File: src/rtl/channel_scan_sequencer_pkg.sv
// Shared types and constants for the channel scan sequencer.
// Channel count and select width are fixed by the 3-to-8 decoder being driven.
package channel_scan_sequencer_pkg;

  localparam int unsigned NUM_CH = 8;
  localparam int unsigned SEL_W  = 3;

  typedef enum logic [0:0] {
    StIdle,
    StScan
  } scan_state_e;

endpackage

File: src/rtl/channel_scan_sequencer_next_enabled_finder.sv
// Circular search for the next enabled channel strictly above the current index.
// The wrapped flag is set when the result is at or below the current index.
module next_enabled_finder
  import channel_scan_sequencer_pkg::*;
(
  input  logic [NUM_CH-1:0] mask,
  input  logic [SEL_W-1:0]  cur,
  output logic [SEL_W-1:0]  next,
  output logic              wrapped
);

  logic [SEL_W-1:0] idx;

  // Walk offsets from farthest to nearest so the nearest enabled channel wins.
  // Offset NUM_CH lands on cur itself, covering the single-channel case.
  always_comb begin
    next = cur;
    idx  = cur;
    for (int i = NUM_CH; i >= 1; i--) begin
      idx = cur + SEL_W'(i);
      if (mask[idx]) begin
        next = idx;
      end
    end
    wrapped = (next <= cur);
  end

endmodule

File: src/rtl/channel_scan_sequencer.sv
// Steps a decoder select through the enabled channels, holding each for dwell+1
// cycles, in single-pass or continuous mode. All outputs are registered.
module channel_scan_sequencer
  import channel_scan_sequencer_pkg::*;
#(
  parameter int unsigned DWELL_W = 8
) (
  input  logic               clk,
  input  logic               rst_n,
  input  logic               start,
  input  logic               stop,
  input  logic               one_shot,
  input  logic [NUM_CH-1:0]  en_mask,
  input  logic [DWELL_W-1:0] dwell,
  output logic [SEL_W-1:0]   sel,
  output logic               sel_valid,
  output logic               busy,
  output logic               done,
  output logic               wrap
);

  scan_state_e        state_q, state_d;
  logic [SEL_W-1:0]   sel_q, sel_d;
  logic               sel_valid_q, sel_valid_d;
  logic               busy_q, busy_d;
  logic               done_q, done_d;
  logic               wrap_q, wrap_d;
  logic [DWELL_W-1:0] cnt_q, cnt_d;
  logic [NUM_CH-1:0]  mask_q, mask_d;
  logic [DWELL_W-1:0] dwell_q, dwell_d;
  logic               one_shot_q, one_shot_d;

  logic [NUM_CH-1:0]  find_mask;
  logic [SEL_W-1:0]   find_cur;
  logic [SEL_W-1:0]   find_next;
  logic               find_wrapped;

  // In idle, searching above the top index yields the lowest set bit of en_mask.
  assign find_mask = (state_q == StIdle) ? en_mask : mask_q;
  assign find_cur  = (state_q == StIdle) ? SEL_W'(NUM_CH - 1) : sel_q;

  next_enabled_finder u_finder (
    .mask    (find_mask),
    .cur     (find_cur),
    .next    (find_next),
    .wrapped (find_wrapped)
  );

  always_comb begin
    state_d     = state_q;
    sel_d       = sel_q;
    sel_valid_d = sel_valid_q;
    busy_d      = busy_q;
    done_d      = 1'b0;
    wrap_d      = 1'b0;
    cnt_d       = cnt_q;
    mask_d      = mask_q;
    dwell_d     = dwell_q;
    one_shot_d  = one_shot_q;

    unique case (state_q)
      StIdle: begin
        if (start && !stop && (en_mask != '0)) begin
          state_d     = StScan;
          mask_d      = en_mask;
          dwell_d     = dwell;
          one_shot_d  = one_shot;
          sel_d       = find_next;
          sel_valid_d = 1'b1;
          busy_d      = 1'b1;
          cnt_d       = '0;
        end
      end
      StScan: begin
        if (stop) begin
          state_d     = StIdle;
          sel_valid_d = 1'b0;
          busy_d      = 1'b0;
          cnt_d       = '0;
        end else if (cnt_q == dwell_q) begin
          cnt_d = '0;
          if (one_shot_q && find_wrapped) begin
            // Highest enabled channel has expired: end of the single pass.
            state_d     = StIdle;
            sel_valid_d = 1'b0;
            busy_d      = 1'b0;
            done_d      = 1'b1;
          end else begin
            sel_d  = find_next;
            wrap_d = find_wrapped;
          end
        end else begin
          cnt_d = cnt_q + 1'b1;
        end
      end
      default: begin
        state_d = StIdle;
      end
    endcase
  end

  always_ff @(posedge clk or negedge rst_n) begin
    if (!rst_n) begin
      state_q     <= StIdle;
      sel_q       <= '0;
      sel_valid_q <= 1'b0;
      busy_q      <= 1'b0;
      done_q      <= 1'b0;
      wrap_q      <= 1'b0;
      cnt_q       <= '0;
      mask_q      <= '0;
      dwell_q     <= '0;
      one_shot_q  <= 1'b0;
    end else begin
      state_q     <= state_d;
      sel_q       <= sel_d;
      sel_valid_q <= sel_valid_d;
      busy_q      <= busy_d;
      done_q      <= done_d;
      wrap_q      <= wrap_d;
      cnt_q       <= cnt_d;
      mask_q      <= mask_d;
      dwell_q     <= dwell_d;
      one_shot_q  <= one_shot_d;
    end
  end

  assign sel       = sel_q;
  assign sel_valid = sel_valid_q;
  assign busy      = busy_q;
  assign done      = done_q;
  assign wrap      = wrap_q;

endmodule

File: config.mk
export PLATFORM = sky130hd
export DESIGN_NAME = channel_scan_sequencer
export DESIGN_NICKNAME = d
export VERILOG_FILES = /design/src/rtl/channel_scan_sequencer_pkg.sv /design/src/rtl/channel_scan_sequencer_next_enabled_finder.sv /design/src/rtl/channel_scan_sequencer.sv
export SDC_FILE = /design/constraint.sdc
export NUM_CORES = 1
export LEC_CHECK = 0
export ABC_AREA = 1
export BUFFER_PORTS_ARGS = -buffer_cell sky130_fd_sc_hd__buf_4
export CAP_MARGIN = 20
export CORE_UTILIZATION = 50
export DETAILED_ROUTE_END_ITERATION = 12
export PLACE_DENSITY_LB_ADDON = 0.1
export SKIP_LAST_GASP = 1
export SLEW_MARGIN = 20
export SYNTH_ARGS = -nofsm -noshare
export SYNTH_HDL_FRONTEND = slang
export SYNTH_SLANG_ARGS = --single-unit
File: constraint.sdc
create_clock -name clk -period 4.5 [get_ports clk]
set_input_delay 0.9 -clock clk [delete_from_list [all_inputs] [get_ports clk]]
set_output_delay 0.9 -clock clk [all_outputs]
set_load 0.1 [all_outputs]
==> results.toml <==
[floorplan]
start_util_pct = 51.87
fp-row-count = 24
die_area_sq_um = 4789
die_w_um = 69.21
io_pins = 28
die_h_um = 69.21
coreArea_sq_um = 4354

[sta]
whs_ns = 0.4707
rsz0062_at_grt = "false"
final_max_slew_viol_count = 0
maxSlewHeadroom_pct = 61.75
fin_crit_ns = 3.376
tns_ns = 0
period_share_pct = 75.02
fmax_mhz = 296.2
layout_setup_ws_ns = 1.124
worst_pin_slew_ns = 0.5737
setup_viol = 0
final-hold-violation-count = 0
finalClockSkew_ns = 0.002935

[critical_path]
worstPathArrival_ns = 3.54
reg2regPathDepth = 26
worstSetupStartpointType = "register"
cpPeakStageDelay_ns = 0.33
crit_required_ns = 4.66
path_common_cell = "nand2_1"
end_kind = "register"
cp_max_fo = 17
critPathSlowestCell = "ha_1"
critPathKind = "register to register"

[synth]
avgSynthCellArea_sq_um = 6.885
synthXorXnorAreaFrac_pct = 1.163
ys_ff_latch = 32
netlist.area_leader.share_pct = 35.46
synth_top_cell_by_area = "dfrtp_1"
synthSimpleGateAreaFrac_pct = 45.21
synthCells = 328
muxShareOfSynthArea_pct = 0
synth_top_family_by_area = "simple AND/OR/NAND/NOR gates"
synthAdderAreaFrac_pct = 2.216
synth-compound-area-share_pct = 7.036
synthTopCellsByArea = "dfrtp_1 (35%), nand2_1 (20%), nand3_1 (8.2%)"
yosysUniqueCellTypes = 34
ys_seq_area_share_pct = 35.46
yosysWarnings = 0
synth_nets = 353
mappedNetlistArea_sq_um = 2258

[run]
maxCapViolations = 0

[final_layout]
final_common_cell = "nand2_1"
layout-drive-gt1-share_pct = 17.09
area_growth_syn_to_layout_pct = 13.63
mostFrequentLayoutCells = "nand2_1 (123), nand3_1 (37), dfrtp_1 (32)"
fillers = 429
final_nets = 382
antenna_cells = 0
fin_area_sq_um = 2566

[drt]
routedWlPerCell_um = 12.69
finalWirelength_um = 5190
drtAntennaViolNets = 0
first_pass_iters = 4
vias = 2172
drt_first_iter_violations = 144
via_per_inst = 5.311
drc_errors = 0

[placed_design]
hpwl_um = 4035
gp_congestion = 0.8675
placed_cell_area_sq_um = 2489
io_buffers = 27
pre_cts_ws_ns = 1.153

[clocking]
cts_resized = 0
numCtsBuffers = 5
cts_tree = "built"
insertion_delay_ns = 0.27
h-tree-depth = 2
cts-root-buf = "clkbuf_8"
clkTransAtPathRegs_ns = 0.06
ctsHoldBuffers = 0
cts.sinks = 32
post-cts-setup-buffers = 0
clk_path_buf_depth = 2

[grt]
first_global_vias = 2023
met3_usage_pct = 4.506
top_usage_layer = "met2"
grt_start_max_net_pins = 33
met1_usage_pct = 31.36
antenna_found_initial = 0
grt_usage_pct = 24.16
grtUsageMet2_pct = 40.88
grt-ovfl-total = 0
grt_pass1_wl_um = 9273

[hold_path]
min_path_type = "register to register"
whs_path_depth = 1

[outcome]
status = "complete, no violations"
## critical path: cells and delay by family (launching register included)
family	cells	cell delay [ns]
flops	1	0.32
buf+inv	5	0.59
compound gates	3	0.40
simple gates	16	1.32
fa+ha+maj	2	0.64
## registers in the layout (all words and copies together) (netlist names), 3 cells and up
name     count
dwell_q      8
cnt_q        8
mask_q       8
sel          3
## cell type report
class	instances	area, sq um	share of cell area, %
Multi-Input combinational cell	252	1256	48.95
Sequential cell	32	800.8	31.20
Timing Repair Buffer	29	217.7	8.484
Inverter	37	148.9	5.802
Clock buffer	6	72.57	2.828
Tap cell	52	65.06	2.535
Clock inverter	1	5.005	0.1950
## kinds of logic after synthesis
family / count (synthesis)
AO/OA/AOI/OAI: 29
XOR/XNOR: 3
adder cells (fa/ha/maj): 4
buffers and inverters: 44
flip-flops: 32
AND/OR/NAND/NOR: 216
## cells in the mapped netlist
cell type	number
ha_1	4
a21oi_1	10
inv_2	4
buf_6	3
nor2_8	2
o211ai_1	1
a22oi_1	1
xor2_1	2
nand3b_2	1
nand2_4	2
inv_1	31
xnor2_1	1
nor4_1	3
clkbuf_1	3
nand3_2	2
nand2_1	123
buf_4	1
nand3_1	37
inv_4	1
o21bai_1	1
nor3b_1	5
inv_8	1
and2_1	2
o22ai_1	1
dfrtp_1	32
a2111oi_0	1
and3_1	1
a31oi_1	1
o21ai_0	13
nand3b_1	1
nor3_1	5
nand2_2	13
nor2_1	11
nand4_1	8
## worst paths after layout
check | slack (ns) | from | end
min in group asynchronous | 0.55 | rst_n | mask_q[7]
max reg2reg | 1.12 | state_q | sel[2]
max in group asynchronous | 3.64 | rst_n | sel[1]
max | 1.12 | state_q | sel[2]
min reg2reg | 0.47 | one_shot_q | wrap
min | 0.47 | one_shot_q | wrap
## through the flow
| stage | std cells | util (%) |
|---|---|---|
| 2_1_floorplan | 328 | - |
| 3_3_place_gp | 402 | 57.16 |
| 3_5_place_dp | 402 | 57.16 |
| 4_1_cts | 409 | 58.94 |
| 5_1_grt | 409 | 58.94 |
| 6_report | 409 | 58.94 |
## per-layer routing
| metal | wire length [um] | vias up |
|---|---|---|
| li1 | - | 1120 |
| met1 | 2315 | 997 |
| met2 | 2591 | 44 |
| met3 | 190 | 11 |
| met4 | 92 | 0 |
| met5 | 0 | - |
Power is not shown: default switching activity piles up to over one toggle a cycle in this logic, so the estimate is an artifact.
